## src/rtl/hue_arb_pkg.sv

```systemverilog
//==============================================================================
// Package : hue_arb_pkg
// Shared widths, source tags and grant helper for the hue stream arbiter.
// Rev     : 1.0
//==============================================================================
`default_nettype none

package hue_arb_pkg;

  localparam int PIX_W            = 16;
  localparam int HUE_W            = 16;
  localparam int DEF_CORE_LATENCY = 3;

  typedef logic tag_t;

  localparam tag_t TAG_A = 1'b0;
  localparam tag_t TAG_B = 1'b1;

  // B wins when it is the only eligible stream, or on contention when A went last.
  function automatic logic grant_b(input logic elig_a, input logic elig_b,
                                   input tag_t last_grant);
    return elig_b && (!elig_a || (last_grant == TAG_A));
  endfunction

endpackage

`default_nettype wire

```

## src/rtl/hue_tag_pipe.sv

```systemverilog
//==============================================================================
// Module : hue_tag_pipe
// Parameterised-depth {valid, tag} shift register tracking pixels in the core.
// Rev    : 1.0
//==============================================================================
`default_nettype none

module hue_tag_pipe
  import hue_arb_pkg::*;
#(
  parameter int DEPTH = DEF_CORE_LATENCY
) (
  input  logic i_clk,
  input  logic i_rstn,
  input  logic i_valid,
  input  tag_t i_tag,
  output logic o_tail_valid,
  output tag_t o_tail_tag
);

  logic [DEPTH-1:0] r_valid;
  logic [DEPTH-1:0] r_tag;

  generate
    if (DEPTH == 1) begin : g_single
      always_ff @(posedge i_clk or negedge i_rstn) begin
        if (!i_rstn) begin
          r_valid <= '0;
          r_tag   <= '0;
        end else begin
          r_valid[0] <= i_valid;
          r_tag[0]   <= i_tag;
        end
      end
    end else begin : g_multi
      always_ff @(posedge i_clk or negedge i_rstn) begin
        if (!i_rstn) begin
          r_valid <= '0;
          r_tag   <= '0;
        end else begin
          r_valid <= {r_valid[DEPTH-2:0], i_valid};
          r_tag   <= {r_tag[DEPTH-2:0], i_tag};
        end
      end
    end
  endgenerate

  assign o_tail_valid = r_valid[DEPTH-1];
  assign o_tail_tag   = r_tag[DEPTH-1];

endmodule

`default_nettype wire

```

## src/rtl/hue_stream_arbiter.sv

```systemverilog
//==============================================================================
// Module : hue_stream_arbiter
// Round-robin sharing of one fixed-latency hue core between pixel streams A/B.
// Rev    : 1.0
//==============================================================================
`default_nettype none

module hue_stream_arbiter
  import hue_arb_pkg::*;
#(
  parameter int CORE_LATENCY = DEF_CORE_LATENCY,
  parameter int CNT_W        = 16
) (
  input  logic             i_clk,
  input  logic             i_rstn,
  input  logic [1:0]       i_en,
  input  logic [PIX_W-1:0] i_a_data,
  input  logic             i_a_valid,
  output logic             o_a_ready,
  input  logic [PIX_W-1:0] i_b_data,
  input  logic             i_b_valid,
  output logic             o_b_ready,
  output logic [PIX_W-1:0] o_core_data,
  output logic             o_core_valid,
  input  logic [HUE_W-1:0] i_core_data,
  input  logic             i_core_valid,
  output logic [HUE_W-1:0] o_a_hue,
  output logic             o_a_valid,
  output logic [HUE_W-1:0] o_b_hue,
  output logic             o_b_valid,
  output logic [CNT_W-1:0] o_a_count,
  output logic [CNT_W-1:0] o_b_count,
  output logic             o_err
);

  logic             w_elig_a;
  logic             w_elig_b;
  logic             w_grant_b;
  logic             w_xfer_a;
  logic             w_xfer_b;
  logic             w_tail_valid;
  tag_t             w_tail_tag;
  logic             w_hit_a;
  logic             w_hit_b;

  tag_t             r_last_grant;
  tag_t             r_core_tag;
  logic [PIX_W-1:0] r_core_data;
  logic             r_core_valid;
  logic [HUE_W-1:0] r_a_hue;
  logic [HUE_W-1:0] r_b_hue;
  logic             r_a_valid;
  logic             r_b_valid;
  logic [CNT_W-1:0] r_a_count;
  logic [CNT_W-1:0] r_b_count;
  logic             r_err;

  // Readies are held low while reset is asserted so nothing handshakes then.
  always_comb begin
    w_elig_a  = i_a_valid & i_en[0];
    w_elig_b  = i_b_valid & i_en[1];
    w_grant_b = grant_b(w_elig_a, w_elig_b, r_last_grant);
    o_a_ready = 1'b0;
    o_b_ready = 1'b0;
    if (i_rstn) begin
      o_a_ready = w_elig_a & ~w_grant_b;
      o_b_ready = w_grant_b;
    end
  end

  assign w_xfer_a = i_a_valid & o_a_ready;
  assign w_xfer_b = i_b_valid & o_b_ready;

  always_ff @(posedge i_clk or negedge i_rstn) begin
    if (!i_rstn) begin
      r_core_data  <= '0;
      r_core_valid <= 1'b0;
      r_core_tag   <= TAG_A;
      r_last_grant <= TAG_B;
    end else begin
      r_core_valid <= w_xfer_a | w_xfer_b;
      if (w_xfer_a) begin
        r_core_data  <= i_a_data;
        r_core_tag   <= TAG_A;
        r_last_grant <= TAG_A;
      end else if (w_xfer_b) begin
        r_core_data  <= i_b_data;
        r_core_tag   <= TAG_B;
        r_last_grant <= TAG_B;
      end
    end
  end

  // The core-input register is the first tag stage; CORE_LATENCY further
  // stages bring the tail level with the core's result valid.
  hue_tag_pipe #(
    .DEPTH (CORE_LATENCY)
  ) u_tag_pipe (
    .i_clk        (i_clk),
    .i_rstn       (i_rstn),
    .i_valid      (r_core_valid),
    .i_tag        (r_core_tag),
    .o_tail_valid (w_tail_valid),
    .o_tail_tag   (w_tail_tag)
  );

  assign w_hit_a = i_core_valid & w_tail_valid & (w_tail_tag == TAG_A);
  assign w_hit_b = i_core_valid & w_tail_valid & (w_tail_tag == TAG_B);

  always_ff @(posedge i_clk or negedge i_rstn) begin
    if (!i_rstn) begin
      r_a_valid <= 1'b0;
      r_b_valid <= 1'b0;
      r_a_hue   <= '0;
      r_b_hue   <= '0;
      r_err     <= 1'b0;
    end else begin
      r_a_valid <= w_hit_a;
      r_b_valid <= w_hit_b;
      if (w_hit_a) r_a_hue <= i_core_data;
      if (w_hit_b) r_b_hue <= i_core_data;
      r_err <= r_err | (i_core_valid ^ w_tail_valid);
    end
  end

  always_ff @(posedge i_clk or negedge i_rstn) begin
    if (!i_rstn) begin
      r_a_count <= '0;
      r_b_count <= '0;
    end else begin
      if (w_xfer_a && (r_a_count != '1)) r_a_count <= r_a_count + CNT_W'(1);
      if (w_xfer_b && (r_b_count != '1)) r_b_count <= r_b_count + CNT_W'(1);
    end
  end

  assign o_core_data  = r_core_data;
  assign o_core_valid = r_core_valid;
  assign o_a_hue      = r_a_hue;
  assign o_a_valid    = r_a_valid;
  assign o_b_hue      = r_b_hue;
  assign o_b_valid    = r_b_valid;
  assign o_a_count    = r_a_count;
  assign o_b_count    = r_b_count;
  assign o_err        = r_err;

endmodule

`default_nettype wire
```

## config.mk

```make
export PLATFORM = sky130hd
export DESIGN_NAME = hue_stream_arbiter
export DESIGN_NICKNAME = d
export VERILOG_FILES = /design/src/rtl/hue_arb_pkg.sv /design/src/rtl/hue_tag_pipe.sv /design/src/rtl/hue_stream_arbiter.sv
export SDC_FILE = /design/constraint.sdc
export NUM_CORES = 1
export LEC_CHECK = 0
export CAP_MARGIN = 0
export CORE_ASPECT_RATIO = 0.7
export CORE_MARGIN = 5
export CORE_UTILIZATION = 30
export DETAILED_ROUTE_END_ITERATION = 6
export GPL_TIMING_DRIVEN = 0
export PLACE_DENSITY = 0.57
export SLEW_MARGIN = 20
export SYNTH_ARGS = -nofsm -noshare
export SYNTH_HDL_FRONTEND = slang
export SYNTH_HIERARCHICAL = 1
export SYNTH_SLANG_ARGS = --single-unit
```

## constraint.sdc

```tcl
create_clock -name i_clk -period 5.1 [get_ports i_clk]
set_clock_uncertainty 0.05 [all_clocks]
set_input_delay 0.51 -clock i_clk [delete_from_list [all_inputs] [get_ports i_clk]]
set_output_delay 0.51 -clock i_clk [all_outputs]
set_load 0.03 [all_outputs]
```

[Word-level counts from Yosys, hierarchy flattened]
Index checks and enable logic that the tools add are counted.
Storage, ports and cells
  output and inout port bits: 86
  flip-flop bits (word level): 92
  bits of input ports: 55
Operators by class
  eq/ne operators: 2
  reduce and logical (&&, ||, !) cells: 6
  multiplexer cells: 6
  bitwise logic cells: 14
  add/sub/neg operators: 2
Operator list (number)
  16-bit by 1-bit adder with 16-bit output, second input constant: 2
  16-bit 2-to-1 mux: 2
  16-bit != test, second input constant: 2
  1-bit AND: 8
  1-bit 2-to-1 mux: 4
  1-bit logical AND: 3
  1-bit inverter: 3
  1-bit OR: 2
  2-bit nonzero test: 1
  1-bit zero test: 1
  1-bit logical OR: 1
  1-bit XOR: 1

[Longest topological paths before layout]
  word-level depth: 9
  mapped depth: 6
  gate-level depth less buffers: 6

[By module]
The synthesis kept the hierarchy.
Modules (own cells, without submodules)
  hue_stream_arbiter: sequential area each 2153.3 sq um, cells an instance 296, area each 3656.0 sq um, times used 1
  hue_tag_pipe: sequential area each 150.1 sq um, cells an instance 6, area each 150.1 sq um, times used 1

[Worst setup path after synthesis]
Ideal clock, no wire load.
  kind: register to output
  from: register r_last_grant
  to: output o_a_ready
  stages on the path, launching flop included: 6
  arrival time: 1.475 ns
  path slack: 3.065 ns
  path through: dfstp_2 > and3b_1 > or2_1 > buf_6 > buf_2 > inv_1
Between the ends
  cells in the longest elaborated chain, start to end: 6
Ends and longest elaborated chain
  start: declaration: RTL line hue_stream_arbiter.sv:46  | tag_t r_last_grant;
  start signal: assignment: RTL line hue_stream_arbiter.sv:79  | r_last_grant <= TAG_B;
  start signal: assignment: RTL line hue_stream_arbiter.sv:85  | r_last_grant <= TAG_A;
  start signal: assignment: RTL line hue_stream_arbiter.sv:89  | r_last_grant <= TAG_B;
  1-bit inverter: RTL line hue_arb_pkg.sv:22  | return elig_b && (!elig_a || (last_grant == TAG_A));
  1-bit logical OR: RTL line hue_arb_pkg.sv:22
  1-bit logical AND: RTL line hue_arb_pkg.sv:22
  1-bit inverter: RTL line hue_stream_arbiter.sv:66  | o_a_ready = w_elig_a & ~w_grant_b;
  1-bit AND: RTL line hue_stream_arbiter.sv:66
  1-bit 2-to-1 mux: RTL line hue_stream_arbiter.sv:65  | if (i_rstn) begin
  end: declaration: RTL line hue_stream_arbiter.sv:19  | output logic o_a_ready,
Every way passes these cells.

[Final worst setup path]
  from: input i_rstn
  to: output o_a_ready
Between the ends
  cells in the longest elaborated chain, start to end: 1
Ends and longest elaborated chain
  start: declaration: RTL line hue_stream_arbiter.sv:15  | input logic i_rstn,
  1-bit 2-to-1 mux: RTL line hue_stream_arbiter.sv:65
Every way passes these cells.

==> metrics.csv <==
metric,value,unit
DR vias,2767,
CP startpoint kind,primary input,
dpl cell area,5439,sq um
Tmin final,3.324,ns
hold_buf cts,0,
vias per cell,4.456,
GRT overflow,0,
worst setup path class,in2out,
Worst VDD drop,0.3359,mV
post-synthesis sequential area ratio,60.52,%
die width,144.6,microns
CP Max Fanout,58,
synthesized flop and latch total,92,
largest net degree at the start of global routing,59,
Syn Area/Cell,12.60,sq um
CTS tree,built,
PortBufs,140,
crit path capture type,output port,
1st-pass router iterations,4,
Inserted Diodes,0,
mapped cell area,3806,sq um
root buf cell,clkbuf_16,
Placer Congestion,0.7256,
Final ANT Viol Nets,0,
Pleak,2.546,nW
Slew @ Worst Pin,0.5672,ns
crit path DAT,2.76,ns
Sink Count,92,
Fmax achieved,300.8,MHz
initial antenna violation count,0,
Area Overhead vs Synth,50.59,%
WL final,9.208,mm
Final setup viols,0,
First DRT Iteration DRCs,80,
Clock Latency Late Sink,0.33,ns
Rows,34,
max-cap viol count,0,
vias in the first global route,2856,
final instance area,5732,sq um
postcts setup bufs,0,
Total GRT Usage,12.40,%
CTS max path bufs,2,
hpwl dp,7.103,mm
Starting Density,30.64,%
Core Region,12420,sq um
Die Y-Extent,104.2,microns
I/O Pins,141,
"Clk pin slew, worst setup/hold paths",0.07,ns
cts bufs inserted,9,
CTS resizes,0,
Final nets,512,
Synth warnings,6,
ratio of cells with drive above 1 in the final layout,13.94,%
drt drc,0,
Die Area,15080,sq um
WL/cell,14.83,microns
Mapped Cells,302,
unrepaired setup endpoints after global routing,false,
Tcrit/Tclk final,65.18,%
first-pass GRT wire length,14.86,mm
hold crit path type,in2async,
Final Hold Viols,0,
Post-Syn Nets,360,
Netlist cell types,39,
Critical Path RT,4.54,ns
outcome,completed,
H-tree levels,3,
Max Slew Vio Count,0,
max_slew headroom,62.19,%
Power Dens Cells,444.5,nW/um^2
setup tns final,0,ns
-- cells in the final DEF, fill, tap and decap left out, drive strengths merged, types with 5 or more instances in the layout --
cell type / synthesis / final
clkdlybuf4s50: 0 / 139
dfrtp: 91 / 91
mux2: 35 / 35
nand2: 30 / 30
nor2: 19 / 19
o21ai: 17 / 17
xor2: 16 / 16
mux2i: 16 / 16
clkbuf: 5 / 15
nand3: 14 / 14
xnor2: 11 / 11
inv: 6 / 9
nand4: 7 / 7
nor3: 5 / 5
buf: 3 / 5
-- registers in the layout, summed over array words and instances, names as in the netlist, 3 cells and up --
| register | flops |
|---|---|
| o_a_count | 16 |
| o_a_hue | 16 |
| u_tag_pipe/r_tag | 3 |
| u_tag_pipe/r_valid | 3 |
| o_b_count | 16 |
| o_b_hue | 16 |
| o_core_data | 16 |
-- where the power goes --
group          leakage, nW  switching, mW  internal, mW  total [mW]
logic                 1.26          0.493         0.411       0.904
clock network        0.142          0.290         0.352       0.643
registers             1.15          0.111         0.890        1.00
-- logic make-up after synthesis --
kind of cell	synth area share, %
xor gates and xnor gates	6.213
DFF	60.52
buffers and inverters	1.611
AOI/OAI and AO/OA	4.536
adders and majority gates	0.9863
and+or+nand+nor	11.47
muxes	14.66
-- final cells by class --
type	instances	area (sq um)
Tap cell	162	202.7
Clock inverter	6	53.80
Sequential cell	92	2303
Inverter	6	22.52
Timing Repair Buffer	141	1430
Buffer	8	38.79
Multi-Input combinational cell	196	1441
Clock buffer	10	239.0
Fill cell	1126	6690
-- Yosys cell counts, drive strengths merged --
library cell	instances	area share (%)
nor4	2	0.49
o211a	1	0.26
o21ai	17	2.2
nor2b	1	0.16
inv	6	0.59
dfrtp	91	60
or2	3	0.49
mux2i	16	4.2
nand2	30	3.0
xnor2	11	2.5
clkbuf	5	0.49
and3b	1	0.23
mux2	35	10
nor3b	1	0.33
nor2	19	2.1
nor3	5	0.66
a21o	2	0.39
o31ai	1	0.56
nand4	7	1.2
a31oi	1	0.16
ha	3	0.99
nand2b	1	0.16
and3	2	0.33
o2111ai	1	0.23
a2111o	1	0.30
dfstp	1	0.69
xor2	16	3.7
a21oi	3	0.39
buf	3	0.53
or3	2	0.46
nand3	14	2.0
-- layer usage --
layer / track usage [%] / routed length (microns) / up-vias
li1: - / - / 1354
met1: 17.28 / 4479 / 1302
met3: 4.871 / 849 / 9
met5: 0 / 0 / -
met4: 2.796 / 95 / 0
met2: 18.21 / 3783 / 102
-- per-stage QoR --
step	power [mW]	std cells	setup WS (ns)	hold slack, ns	utilization (%)
after floorplan	1.485	302	3.065	0.1644	-
after global placement	1.918	604	-1.565	0.2855	43.55
after detailed placement	1.931	605	1.715	0.2858	43.79
after CTS	2.592	621	1.708	0.01914	46.14
after global routing	2.687	621	1.577	0.03468	46.14
final	2.548	621	1.776	0.01459	46.14
-- final timing paths --
path	from	end	slack [ns]	cells past startpoint
setup / recovery	i_rstn	o_a_ready	1.78	8
hold / removal	i_rstn	o_b_hue[15]	0.01	1
setup reg to reg	u_tag_pipe/r_valid[2]	o_a_hue[10]	3.03	5
hold reg to reg	u_tag_pipe/r_valid[1]	u_tag_pipe/r_valid[2]	0.30	0
max in group asynchronous	i_rstn	r_last_grant	4.33	2
min in group i_clk	u_tag_pipe/r_valid[1]	u_tag_pipe/r_valid[2]	0.30	0
-- critical path: stages --
cell and delay (ns):
buf_6 0.30, buf_16 0.32, nand3_2 0.15, or2_1 0.27, buf_6 0.16, buf_2 0.23, inv_1 0.09, clkdlybuf4s50_1 0.68
Note: power is estimated with default switching activity, not from simulation.
